$ cat config.mk
export PLATFORM = sky130hd
export DESIGN_NAME = ir_cursor_controller
export DESIGN_NICKNAME = d
export VERILOG_FILES = /design/src/rtl/ir_cursor_controller.sv
export SDC_FILE = /design/constraint.sdc
export NUM_CORES = 1
export LEC_CHECK = 0
export ABC_AREA = 1
export ABC_CLOCK_PERIOD_IN_PS = 2100
export BUFFER_PORTS_ARGS = -buffer_cell sky130_fd_sc_hd__buf_2
export CAP_MARGIN = 0
export CORE_MARGIN = 2
export CORE_UTILIZATION = 50
export DETAILED_ROUTE_END_ITERATION = 7
export PLACE_DENSITY = 0.72
export SYNTH_ARGS = -nofsm -noshare
export SYNTH_HDL_FRONTEND = slang
export SYNTH_SLANG_ARGS = --single-unit
$ cat constraint.sdc
create_clock -name i_clk -period 2.1 [get_ports i_clk]
set_input_delay 0.21 -clock i_clk [delete_from_list [all_inputs] [get_ports i_clk]]
set_output_delay 0.21 -clock i_clk [all_outputs]
set_load 0.02 [all_outputs]
$ cat src/rtl/ir_cursor_controller.sv
// ir_cursor_controller
//   Applies decoded IR remote direction commands to an on-screen cursor.
//   Moves are committed only at frame start, and a held button
//   auto-repeats every REPEAT_FRAMES frames. The position saturates at
//   the edges of the visible area.
//
// Ports
//   i_clk          system/pixel clock (only clock)
//   i_rst          synchronous, active-high reset
//   i_up/i_down/i_left/i_right  direction levels from the IR decoder (async)
//   i_readable     direction levels valid while high (async)
//   i_frame_start  one-cycle pulse at start of vertical blank (i_clk domain)
//   o_pos_x/o_pos_y current cursor position
//   o_update       one-cycle pulse when the position actually changed
//   o_moving       high whenever the sequencer is not idle
module ir_cursor_controller #(
    parameter int H_MAX         = 640,
    parameter int V_MAX         = 480,
    parameter int STEP          = 4,
    parameter int REPEAT_FRAMES = 8,
    parameter int X_INIT        = 320,
    parameter int Y_INIT        = 240,
    parameter int XY_W          = 10
) (
    input  logic            i_clk,
    input  logic            i_rst,
    input  logic            i_up,
    input  logic            i_down,
    input  logic            i_left,
    input  logic            i_right,
    input  logic            i_readable,
    input  logic            i_frame_start,
    output logic [XY_W-1:0] o_pos_x,
    output logic [XY_W-1:0] o_pos_y,
    output logic            o_update,
    output logic            o_moving
);

    localparam int CNT_W = (REPEAT_FRAMES > 1) ? $clog2(REPEAT_FRAMES) : 1;
    localparam logic [CNT_W-1:0] CNT_RELOAD = CNT_W'(REPEAT_FRAMES - 1);

    // Coordinates are widened by one bit so p+STEP cannot wrap before the clamp.
    localparam logic [XY_W:0] STEP_E = (XY_W + 1)'(STEP);
    localparam logic [XY_W:0] XMAX_E = (XY_W + 1)'(H_MAX - 1);
    localparam logic [XY_W:0] YMAX_E = (XY_W + 1)'(V_MAX - 1);

    typedef enum logic [1:0] {
        IDLE,
        ARMED,
        APPLY,
        HOLD
    } state_t;

    state_t           r_state;
    logic [4:0]       r_sync1;
    logic [4:0]       r_sync2;
    logic [3:0]       r_pend;     // {dx[1:0], dy[1:0]}, each 01=+1, 11=-1, 00=0
    logic [CNT_W-1:0] r_cnt;
    logic [XY_W-1:0]  r_pos_x;
    logic [XY_W-1:0]  r_pos_y;
    logic             r_update;
    logic             r_moving;

    logic             w_up, w_down, w_left, w_right, w_rd;
    logic [1:0]       w_dx, w_dy;
    logic [3:0]       w_vec;
    logic             w_active;
    logic [XY_W:0]    w_x_ext, w_y_ext, w_x_new, w_y_new;
    logic             w_changed;

    // Synchronized order: {readable, up, down, left, right}
    assign w_rd    = r_sync2[4];
    assign w_up    = r_sync2[3];
    assign w_down  = r_sync2[2];
    assign w_left  = r_sync2[1];
    assign w_right = r_sync2[0];

    always_comb begin
        w_dx = 2'b00;
        w_dy = 2'b00;
        if (w_right && !w_left)      w_dx = 2'b01;
        else if (w_left && !w_right) w_dx = 2'b11;
        if (w_down && !w_up)         w_dy = 2'b01;
        else if (w_up && !w_down)    w_dy = 2'b11;
    end

    assign w_vec    = {w_dx, w_dy};
    assign w_active = w_rd && (w_vec != 4'b0000);

    // Saturating next position from the pending vector.
    always_comb begin
        w_x_ext = {1'b0, r_pos_x};
        w_y_ext = {1'b0, r_pos_y};
        w_x_new = w_x_ext;
        w_y_new = w_y_ext;
        case (r_pend[3:2])
            2'b01:   w_x_new = (w_x_ext + STEP_E <= XMAX_E) ? w_x_ext + STEP_E : XMAX_E;
            2'b11:   w_x_new = (w_x_ext >= STEP_E) ? w_x_ext - STEP_E : '0;
            default: w_x_new = w_x_ext;
        endcase
        case (r_pend[1:0])
            2'b01:   w_y_new = (w_y_ext + STEP_E <= YMAX_E) ? w_y_ext + STEP_E : YMAX_E;
            2'b11:   w_y_new = (w_y_ext >= STEP_E) ? w_y_ext - STEP_E : '0;
            default: w_y_new = w_y_ext;
        endcase
    end

    assign w_changed = (w_x_new != w_x_ext) || (w_y_new != w_y_ext);

    always_ff @(posedge i_clk) begin
        if (i_rst) begin
            r_state  <= IDLE;
            r_sync1  <= '0;
            r_sync2  <= '0;
            r_pend   <= '0;
            r_cnt    <= '0;
            r_pos_x  <= XY_W'(X_INIT);
            r_pos_y  <= XY_W'(Y_INIT);
            r_update <= 1'b0;
            r_moving <= 1'b0;
        end else begin
            r_sync1  <= {i_readable, i_up, i_down, i_left, i_right};
            r_sync2  <= r_sync1;
            r_update <= 1'b0;
            case (r_state)
                IDLE: begin
                    // A Frame_Start in this same cycle is deliberately not consumed.
                    if (w_active) begin
                        r_pend   <= w_vec;
                        r_state  <= ARMED;
                        r_moving <= 1'b1;
                    end
                end
                ARMED: begin
                    // Release does not cancel: a short tap always yields one move.
                    if (w_active && (w_vec != r_pend)) r_pend <= w_vec;
                    if (i_frame_start) r_state <= APPLY;
                end
                APPLY: begin
                    r_pos_x  <= w_x_new[XY_W-1:0];
                    r_pos_y  <= w_y_new[XY_W-1:0];
                    r_update <= w_changed;
                    r_cnt    <= CNT_RELOAD;
                    r_state  <= HOLD;
                end
                HOLD: begin
                    if (!w_active) begin
                        r_state  <= IDLE;
                        r_moving <= 1'b0;
                    end else if (w_vec != r_pend) begin
                        r_pend  <= w_vec;
                        r_state <= ARMED;
                    end else if (i_frame_start) begin
                        if (r_cnt == '0) r_state <= APPLY;
                        else             r_cnt   <= r_cnt - CNT_W'(1);
                    end
                end
                default: begin
                    r_state  <= IDLE;
                    r_moving <= 1'b0;
                end
            endcase
        end
    end

    assign o_pos_x  = r_pos_x;
    assign o_pos_y  = r_pos_y;
    assign o_update = r_update;
    assign o_moving = r_moving;

endmodule

Word-level counts from Yosys, hierarchy flattened
Cells that the tools add are included.
- register bits: 41
- latch bits: 0
- bits in writable memories: 0
- memory bits (read-only): 0
- bits of input ports: 8
- output and inout port bits: 22
- memories: 0
- add/subtract/negate cells: 5
- multipliers: 0
- divide/modulo/power cells: 0
- order comparisons: 4
- equality and inequality tests: 21
- shift-type cells: 0
- mux-type cells: 30
- bitwise operators: 1
- reductions and logical operators: 22
- operators by type and width (operator ; count):
    11-bit 2-to-1 mux ; 4
    11-bit case mux with 2 select lines ; 2
    10-bit by 3-bit adder with 11-bit output, second input constant ; 2
    11-bit by 10-bit != test with 1-bit output ; 2
    10-bit by 3-bit subtractor with 11-bit output, second input constant ; 2
    10-bit by 3-bit greater-or-equal comparator with 1-bit output, second input constant ; 2
    2-bit 2-to-1 mux ; 10
    2-bit != test, second input constant ; 9
    4-bit 2-to-1 mux ; 4
    3-bit 2-to-1 mux ; 4
    4-bit case mux with 3 select lines ; 1
    11-bit by 10-bit less-or-equal comparator with 1-bit output, second input constant ; 1
    11-bit by 9-bit less-or-equal comparator with 1-bit output, second input constant ; 1
    5-bit AND reduction ; 2
    2-bit == test, second input constant ; 4
    4-bit != test, second input constant ; 2
    2-bit case mux with 4 select lines ; 1
    2-bit by 1-bit == test with 1-bit output, second input constant ; 3
    1-bit logical AND ; 6
    3-bit case mux with 2 select lines ; 1
    1-bit zero test ; 4
    4-bit != test ; 1
    4-bit AND reduction ; 1
    2-bit nonzero test ; 2
    other kinds (11) ; 12

Logic depth before layout (Yosys ltp)
Gate-level depths: netlist of the first run.
- depth after elaboration: 9
- depth in mapped cells: 19
- mapped depth without buffers: 19

Worst setup path before layout of the first run
Ideal clock, no wire load.
- path type: reg2reg
- from: register r_pos_y[3] (netlist: o_pos_y[3])
- to: register r_update (netlist: o_update)
- setup time: 0.111 ns
- arrival time: 2.080 ns
- data required time: 1.989 ns
- path slack: -0.091 ns
- stages on the path, launching flop included: 18
- buffers on the path: 0
- cell sequence: dfxtp_1 > inv_1 > ha_1 > inv_1 > nor3_1 > nand3_1 > nand2_1 > nand3_2 > nand4_1 > nand2_1 > nand2_1 > nand2_1 > nor2_1 > nand2_1 > nor2_1 > nand3_1 > nor2_1 > nor2_1
- longest elaborated chain between the ends: 6
- RTL lines (item ; RTL line ; source):
    start: declaration ; 60 ; logic [XY_W-1:0] r_pos_y;
    start signal: assignment ; 118 ; r_pos_y <= XY_W'(Y_INIT);
    start signal: assignment ; 141 ; r_pos_y <= w_y_new[XY_W-1:0];
    10-bit by 3-bit adder with 11-bit output ; 102 ; 2'b01: w_y_new = (w_y_ext + STEP_E <= YMAX_E) ? w_y_ext + STEP_E : YMAX_E;
    11-bit by 9-bit less-or-equal comparator with 1-bit output ; 102 ;
    11-bit 2-to-1 mux ; 102 ;
    11-bit case mux with 2 select lines ; 101 ; case (r_pend[1:0])
    11-bit by 10-bit != test with 1-bit output (*) ; 108 ; assign w_changed = (w_x_new != w_x_ext) || (w_y_new != w_y_ext);
    1-bit logical OR (*) ; 108 ;
    end signal: assignment ; 142 ; r_update <= w_changed;
    end: declaration ; 61 ; logic r_update;
Every way passes the cells marked *; elsewhere a longest branch is shown, timed or not.
A chain may end at the register's enable or synchronous reset.

Worst setup path in the final report of the first run
- from: register r_pos_y[2] (netlist: o_pos_y[2])
- to: register r_update (netlist: o_update)
Same word-level chain as after synthesis.

==> results.toml, run 1 <==
[timing]
finalMaxSlewViolations = 0
final.setup_skew_ps = 9.002
finalHoldViolCount = 0
whs_ps = 110.2
period_share = 1.032
worst_pin_slew_ps = 623.8
setup_viol = 1
max_freq_mhz = 461.6
finalCriticalPeriod_ps = 2166
maxSlewHeadroom = 0.5836
fin_ws_ps = -66.26
rsz0062_at_grt = "yes"
setup_tns_ps = -66.26

[placed_design]
numPortBuffers = 29
gp_congestion = 0.9678
place_inst = 701
hpwlAfterDp_mm = 7.346
placed_area_sq_mm = 0.003924

[routing]
wire_per_inst_microns = 13.51
wirelength_mm = 9.755
antenna_left = 0
drt_pre_antenna_iters = 5
num_vias = 3886
route.detailed.drc = 0
viasPerCell = 5.382
dr.first_iter.drc_count = 304

[outcome]
failed_checks = "setup timing"
outcome = "finished, violations left"

[critical_path]
rr_worst_depth = 14
critPathArrivalTime_ps = 2360
crit_path_end_kind = "flop"
crit_slowest_cell = "dfxtp_4"
cp-start-kind = "flop"
max_stage_delay_ps = 420
crit_fanout = 6
worstSetupPathType = "flop to flop"
crit_required_ps = 2300
crit_top_cell = "nand3_1"
cp_cell_sequence = "ha_2 -> nand2_2 -> nor2_4 -> xor2_4 -> nand3_4 -> buf_4 -> nand4_1 -> nand3_1 -> nand2_1 -> nand3_1 -> nor2_2 -> nand3_1 -> nor2_1 -> nor2_1"

[global_routing]
grt_max_degree = 28
grt.overflow.total = 0
grt_pass1_wl_mm = 15.90
grt_usage = 0.2666
grt_pass1_vias = 3454
antenna_found_initial = 0

[floorplanning]
fp.dieH_microns = 85.31
initial_core_util = 0.5176
io_pins = 30
die_area_sq_mm = 0.007278
die_w_microns = 85.31
coreArea_sq_mm = 0.006386
num_rows = 29

[logic_synthesis]
yosysUniqueCellTypes = 38
syn-cell-area_sq_mm = 0.003306
synth_top_area_frac = 0.2483
yosys.area.top_type = "dfxtp_1"
async_flop_share = 0
synth-seq-area-share = 0.2483
netlist_instances = 551
syn_avg_cell_area_sq_um = 5.999
ys.flop_type = "dfxtp_1"
ys_top_cells_by_count = "124 x nand2_1, 71 x nor2_1, 70 x inv_1, 50 x nand3_1, 43 x o21ai_0"
syn-num-nets = 571
synthTopCellsByArea = "dfxtp_1 25%, nand2_1 14%, nor2_1 8.1%, inv_1 7.9%, nand3_1 7.6%"
synth-edff-count = 0
synth-seq-cells = 41
yosys_warnings = 0
synth_most_common_cell = "nand2_1"

[final_layout]
final_layout_size_suffix_gt1_frac = 0.2744
multiInputGateArea_sq_mm = 0.002230
final_util = 0.6781
fin_area_sq_mm = 0.004330
seq_area_sq_um = 840.8
diodes = 0
fillers = 581
fin_cells = 722
fin_nets = 664
area_growth_pct = 31.00

[cts]
root_buffer = "clkbuf_8"
cts_tree = "yes"
cts.path.max_buffers = 2
clk_pin_slew_ps = 90
numCtsBuffers = 5
htree_levels = 2
clkSinkCount = 41
clk_latency_ps = 300

[hold_path]
hold_path.class = "primary input to flop"
hold_path_depth = 3

[pwr]
irDropWorstVdd_uv = 858.7
leakage_nw = 2.097
powerDensity_mw_per_mm2 = 1339

[job]
drv_cap = 0
[cells in the final DEF (no fill, tap or decap), drive strengths merged]
master	synthesis	final
o21a	1	1
o21bai	1	1
clkbuf	9	5
xor2	7	7
dfxtp	41	41
o21ai	45	45
nand4	12	12
a22oi	2	2
bufinv	0	2
a311oi	1	1
nor2	81	81
o311ai	1	1
o211ai	1	1
a21boi	1	1
a41oi	1	1
ha	12	12
o221ai	1	1
inv	72	73
a21oi	39	39
or2	1	1
a31oi	6	6
nand3	53	53
nand2	136	136
and2	1	1
buf	11	106
nor3	6	6
a211oi	3	3
nand3b	3	3
clkinv	3	3
[flip-flops by register name, summed over array words and instances, names as in the netlist]
signal / count
o_moving: 1
o_pos_x: 10
o_pos_y: 10
o_update: 1
r_cnt: 3
r_pend: 4
r_state: 2
r_sync1: 5
r_sync2: 5
[metal layers]
layer	vias up	global-route usage	routed length (microns)	share of wire
li1	1979	-	-	-
met5	-	0	0	0
met4	0	0.06782	70	0.0072
met2	123	0.4354	4576	0.47
met3	8	0.03210	497	0.051
met1	1776	0.3729	4611	0.47
[final cells by class]
cell class	instances	area share
clock buffer	5	0.01589
sequential	41	0.1942
inverter	75	0.06617
clock inverter	3	0.01589
multi-input combinational	415	0.5149
tap	77	0.02225
timing repair buffer	106	0.1708
[path summary, 6_finish.rpt]
check                           from  slack (ps)                     to
min reg2reg    r_sync1[1]$_SDFF_PP0_         410  r_sync2[1]$_SDFF_PP0_
max reg2reg  o_pos_y[2]$_SDFFE_PP0N_         -70    o_update$_SDFF_PP0_
max          o_pos_y[2]$_SDFFE_PP0N_         -70    o_update$_SDFF_PP0_
min                          i_right         110  r_sync1[0]$_SDFF_PP0_
[timing repair]
item | in CTS | in global routing
hold endpoints to repair | 0 | 0
resized for setup | 15 | 35
pin swaps | 5 | 21
hold buffers | 0 | 0
setup buffers | 1 | 12
endpoints found under the setup margin | 1 | 4
[power breakdown]
| group | switching, mW | leakage (nW) | internal (mW) |
|---|---|---|---|
| clock network | 0.309 | 0.0687 | 0.479 |
| logic | 2.13 | 1.69 | 1.55 |
| registers | 0.313 | 0.338 | 1.02 |
| total | 2.75 | 2.10 | 3.05 |
[through the flow]
stage / power, mW / worst slack (ps)
final: 5.798 / -66.26
after global routing: 6.278 / -262.6
after CTS: 5.483 / 7.799
after detailed placement: 4.607 / -66.65
after global placement: 4.575 / -64.22
after floorplan: 3.375 / 33.96
[kinds of logic (layout without fill, tap and decap cells)]
kind of cell    count (synthesis)  count (layout)  synth area share
xor+xnor                        7               7           0.01855
buf+inv                        95             189            0.1219
flops                          41              41            0.2483
simple gates                  293             293            0.3963
fa+ha+maj                      12              12           0.04542
compound gates                103             103            0.1696
[critical path: cells and delay by family, from the launching register on]
kind / cells / cell delay (ps)
adders and majority gates: 1 / 200
and+or+nand+nor: 11 / 1080
xor gates and xnor gates: 1 / 210
DFF: 1 / 420
buffers and inverters: 1 / 150
(Power assumes the default switching activity.)
==> run 2, diff against run 1 <==
--- a/config.mk
+++ b/config.mk
@@ -9,10 +9,12 @@
 export ABC_CLOCK_PERIOD_IN_PS = 2100
 export BUFFER_PORTS_ARGS = -buffer_cell sky130_fd_sc_hd__buf_2
 export CAP_MARGIN = 0
+export CELL_PAD_IN_SITES_DETAIL_PLACEMENT = 0
+export CELL_PAD_IN_SITES_GLOBAL_PLACEMENT = 1
 export CORE_MARGIN = 2
-export CORE_UTILIZATION = 50
+export CORE_UTILIZATION = 38
 export DETAILED_ROUTE_END_ITERATION = 7
-export PLACE_DENSITY = 0.72
+export PLACE_DENSITY_LB_ADDON = 0.15
 export SYNTH_ARGS = -nofsm -noshare
 export SYNTH_HDL_FRONTEND = slang
 export SYNTH_SLANG_ARGS = --single-unit
==> run 2 against run 1 <==
Effect of this change:
- worst hold slack got worse by 5.7 ps
- sequential power barely moved
- clock power fell by 30%
- largest power group unchanged
- maximum frequency rose by 0.25%
- setup slack improved by 5.4 ps
- global-route usage fell by 4.8 points
- clock-buffer cell count did not move
- power fell by 2.2%
- the run still ends with setup timing left
==> results.toml, run 2 (same netlist as run 1, synthesis figures left out) <==
[final_layout]
final_layout_size_suffix_gt1_frac = 0.2976
multiInputGateArea_sq_mm = 0.002216
area_growth_pct = 33.50
final_cell_mix = "122 x nand2_1, 94 x buf_4, 68 x inv_1"
diodes = 0
layout_commonest_cell = "nand2_1"
final_util = 0.5135
fillers = 892
fin_area_sq_mm = 0.004413
seq_area_sq_um = 838.3
fin_nets = 681

[cts]
numCtsBuffers = 5
cts_tree = "yes"
cts_hold_buf = 0
root_buffer = "clkbuf_8"
clk_latency_ps = 300
clkSinkCount = 41
clk_pin_slew_ps = 90
cts.path.max_buffers = 2
htree_levels = 2

[pwr]
powerDensity_mw_per_mm2 = 1284
finalPower_mw = 5.668
irDropWorstVdd_uv = 444.0
leakage_nw = 2.168

[global_routing]
grt_pass1_vias = 3569
grt.overflow.total = 0
grt_max_degree = 28
antenna_found_initial = 0
grt_pass1_wl_mm = 17.14
grt_usage = 0.2190

[floorplanning]
io_pins = 30
num_rows = 34
coreArea_sq_mm = 0.008593
die_w_microns = 97.27
initial_core_util = 0.3847
fp.dieH_microns = 97.27
die_area_sq_mm = 0.009461

[outcome]
failed_checks = "setup timing"
outcome = "finished, violations left"

[timing]
rsz0062_at_grt = "yes"
final.setup_skew_ps = 9.257
setup_tns_ps = -60.89
finalMaxSlewViolations = 0
worst_pin_slew_ps = 734.9
finalHoldViolCount = 0
finalCriticalPeriod_ps = 2161
period_share = 1.029
maxSlewHeadroom = 0.5095
max_freq_mhz = 462.8
fin_ws_ps = -60.89
setup_viol = 1

[critical_path]
cp-start-kind = "flop"
crit_required_ps = 2310
worstSetupPathType = "flop to flop"
crit_path_end_kind = "flop"
critPathArrivalTime_ps = 2370
crit_fanout = 5
rr_worst_depth = 16

[routing]
wirelength_mm = 10.43
dr.first_iter.drc_count = 272
antenna_left = 0
drt_pre_antenna_iters = 6
wire_per_inst_microns = 13.55
num_vias = 3878
viasPerCell = 5.036
route.detailed.drc = 0

[hold_path]
hold_path_depth = 3
hold_path.class = "primary input to flop"

[placed_design]
numPortBuffers = 29
placed_area_sq_mm = 0.004093
hpwlAfterDp_mm = 7.929
gp_congestion = 0.9360

[job]
drv_cap = 0
==> run 2: cell type report <==
type                    instances  share of cell area
multi-input cells             415              0.5021
clock inverters                 3            0.005103
inverters                      75             0.06379
clock buffers                   5             0.01559
repair buffers                123              0.1928
flip-flops and latches         41              0.1900
well taps                     108             0.03062
==> run 2: per-layer routing <==
metal  up-vias  part of all wire  track usage
met5         -                 0            0
met3        11             0.051      0.03165
li1       2012                 -            -
met2       114              0.45       0.3472
met1      1741              0.50       0.3176
met4         0            0.0076      0.04594
==> run 2: through the flow <==
step	std cells	worst slack (ps)	hold WS (ps)
6_report	770	-60.89	104.6
5_1_grt	770	-265.2	95.11
4_1_cts	767	-12.85	93.16
3_5_place_dp	751	-233.0	392.0
3_3_place_gp	751	-237.4	389.3
2_1_floorplan	551	33.96	317.0
==> run 2: worst max-delay path, cell delays in order, from the launching register on <==
cell and delay [ps]:
dfxtp_4 370, buf_4 150, nor2_1 160, nand3_2 140, nor2_2 170, nand2_2 70
buf_4 150, a21oi_1 180, a21oi_2 80, nand2_2 100, nand2_1 50, nand2_1 50
nand2_1 50, nor2_2 110, nand3_1 80, nor2_1 80, nor2_1 40
==> run 2: where the power goes <==
part | total [mW] | switching [mW] | leakage [nW] | internal, mW
clock | 0.553 | 0.317 | 0.0481 | 0.236
combinational | 3.80 | 2.17 | 1.78 | 1.63
sequential | 1.32 | 0.299 | 0.338 | 1.02
total | 5.67 | 2.79 | 2.17 | 2.88
==> run 2: final timing paths <==
kind                           start               endpoint  slack (ps)
max          o_pos_x[3]$_SDFFE_PP0N_    o_update$_SDFF_PP0_         -60
min                           i_down  r_sync1[2]$_SDFF_PP0_         100
max reg2reg  o_pos_x[3]$_SDFFE_PP0N_    o_update$_SDFF_PP0_         -60
min reg2reg    r_sync1[1]$_SDFF_PP0_  r_sync2[1]$_SDFF_PP0_         400
==> run 2: timing repair <==
item | in CTS | in global routing
pin swaps | 12 | 10
gates resized for setup | 21 | 20
setup endpoints to repair | 1 | 3
buffers inserted | 8 | 3
==> run 3, diff against run 2 <==
--- a/config.mk
+++ b/config.mk
@@ -9,8 +9,9 @@
 export ABC_CLOCK_PERIOD_IN_PS = 2100
 export BUFFER_PORTS_ARGS = -buffer_cell sky130_fd_sc_hd__buf_2
 export CAP_MARGIN = 0
-export CELL_PAD_IN_SITES_DETAIL_PLACEMENT = 0
+export CELL_PAD_IN_SITES_DETAIL_PLACEMENT = 1
 export CELL_PAD_IN_SITES_GLOBAL_PLACEMENT = 1
+export CORE_ASPECT_RATIO = 1.2
 export CORE_MARGIN = 2
 export CORE_UTILIZATION = 38
 export DETAILED_ROUTE_END_ITERATION = 7
==> run 3 against run 2 <==
Effect of this change:
- the run still ends with setup timing left
- maximum frequency down 3.5%
- setup slack worse by 79 ps
- routed wire length up 15%
- worst hold slack worse by 3.3 ps
- combinational power about the same
- critical path depth unchanged
- first-iteration DRC count down 37%
- sequential power about the same
- sequential cell count unchanged
- final area up 0.11%
- die area about the same
- non-clock buffer count down 17
- critical path type unchanged
==> results.toml, run 3 (same netlist as run 1, synthesis figures left out) <==
[pwr]
seq_power_share = 0.232
p_switching_mw = 2.881
sw_frac_of_total = 0.4973
finalPower_mw = 5.793
power_frac_comb = 0.650
powerDensity_mw_per_mm2 = 1311
internal-power_mw = 2.912
leakage_nw = 2.094
clkPwrFrac = 0.118
irDropWorstVdd_uv = 572.6

[timing]
finalHoldViolCount = 0
fin_ws_ps = -140.2
setup_viol = 2
worst_pin_slew_ps = 641.9
rsz0062_at_grt = "yes"
finalCriticalPeriod_ps = 2240
setup_tns_ps = -149.0
finalMaxSlewViolations = 0
final.setup_skew_ps = 4.649
maxSlewHeadroom = 0.5716
max_freq_mhz = 446.4
period_share = 1.067

[final_layout]
final_cell_mix = "114 x nand2_1, 77 x buf_4, 67 x inv_1"
final_util = 0.5187
final_layout_size_suffix_gt1_frac = 0.3023
area_growth_pct = 33.65
layout_commonest_cell = "nand2_1"
fin_nets = 664
diodes = 0
fin_area_sq_mm = 0.004418
fillers = 1225

[cts]
cts_tree = "yes"
clk_latency_ps = 300
htree_levels = 2
cts.path.max_buffers = 2
numCtsBuffers = 5
clk_pin_slew_ps = 90
root_buffer = "clkbuf_8"
cts_hold_buf = 0
clkSinkCount = 41

[routing]
num_vias = 3991
drt_pre_antenna_iters = 5
wirelength_mm = 11.99
wire_per_inst_microns = 15.74
dr.first_iter.drc_count = 172
route.detailed.drc = 0
viasPerCell = 5.238
antenna_left = 0

[floorplanning]
initial_core_util = 0.3881
coreArea_sq_mm = 0.008518
die_w_microns = 89.14
die_area_sq_mm = 0.009464
io_pins = 30
num_rows = 37
fp.dieH_microns = 106.2

[outcome]
failed_checks = "setup timing"
outcome = "finished, violations left"

[placed_design]
numPortBuffers = 29
placed_area_sq_mm = 0.003991
dp_slack_ps = -140.9
hpwlAfterDp_mm = 8.995
gp_congestion = 0.9265

[critical_path]
cp_cell_sequence = "buf_4 -> nand3_1 -> nor2_1 -> nand2_1 -> xor2_2 -> nand2_1 -> nand2_2 -> nand2_8 -> nand3_2 -> nand2_2 -> nand2_2 -> nand2_2 -> nor2_2 -> nand3_1 -> nor2_1 -> nor2_1"
crit_slowest_cell = "dfxtp_4"
crit_required_ps = 2310
cpLargestDelayFamily = "simple AND/OR/NAND/NOR gates"
crit_fanout = 8
max_stage_delay_ps = 380
critPathArrivalTime_ps = 2450
cp-start-kind = "flop"
crit_buf_inv = 1
crit_top_cell = "nand2_2"
crit_path_end_kind = "flop"
worstSetupPathType = "flop to flop"

[global_routing]
grt_usage = 0.2608
grt_pass1_wl_mm = 19.55
antenna_found_initial = 0
grt_pass1_vias = 4183
grt_max_degree = 28
grt.overflow.total = 0

[job]
drv_cap = 0

[hold_path]
hold_path.class = "primary input to flop"
==> run 3: cell types whose count changed in the layout (fill, tap and decap cells not counted), sizes merged <==
cell | previous run | this run
clkinv | 6 | 4
bufinv | 0 | 1
buf | 123 | 106
clkinvlp | 0 | 1
==> run 3: power by group through the flow <==
stage | clock (mW) | sequential (mW) | combinational [mW]
finish | 0.683 | 1.34 | 3.77
global route | 0.732 | 1.38 | 4.18
global placement | 0 | 1.31 | 3.26
floorplan | 0 | 1.42 | 1.95
CTS | 0.702 | 1.33 | 3.55
detailed placement | 0 | 1.32 | 3.36
==> run 3: area by class of cell <==
| cell class | count | area [sq um] | share of cell area |
|---|---|---|---|
| inverter | 75 | 284.0 | 0.06429 |
| clock inverter | 3 | 46.29 | 0.01048 |
| timing repair buffer | 106 | 723.2 | 0.1637 |
| tap | 117 | 146.4 | 0.03313 |
| clock buffer | 5 | 68.82 | 0.01558 |
| sequential | 41 | 844.6 | 0.1912 |
| multi-input combinational | 415 | 2305 | 0.5217 |
==> run 3: tightest hold or removal path, stage by stage <==
cell    delay (ps)
buf_2           70
inv_1           30
nor2_1          60
==> run 3: timing repair <==
item | CTS | global route
setup buffers | 6 | 3
endpoints found under the setup margin | 2 | 8
gates resized for setup | 30 | 37
pin swaps | 9 | 24
==> run 3: path summary, 6_finish.rpt <==
path,startpoint,end,slack (ps),cells after the start
setup / recovery,o_pos_x[2]$_SDFFE_PP0N_,o_update$_SDFF_PP0_,-140,16
hold / removal,i_left,r_sync1[1]$_SDFF_PP0_,100,3
setup reg to reg,o_pos_x[2]$_SDFFE_PP0N_,o_update$_SDFF_PP0_,-140,16
hold reg to reg,r_sync1[0]$_SDFF_PP0_,r_sync2[0]$_SDFF_PP0_,410,2
==> run 3: through the flow <==
step | cells | hold WS (ps)
2_1_floorplan | 551 | 317.0
3_3_place_gp | 745 | 391.0
3_5_place_dp | 745 | 403.2
4_1_cts | 759 | 95.60
5_1_grt | 762 | 101.9
6_report | 762 | 101.2
==> run 3: per-layer routing <==
layer / vias to the layer above / global-route usage / routed length, microns / share of wire
met1: 1924 / 0.3057 / 5057 / 0.42
li1: 1965 / - / - / -
met3: 30 / 0.03261 / 289 / 0.024
met2: 72 / 0.4556 / 6208 / 0.52
met5: - / 0 / 0 / 0
met4: 0 / 0.1279 / 437 / 0.036
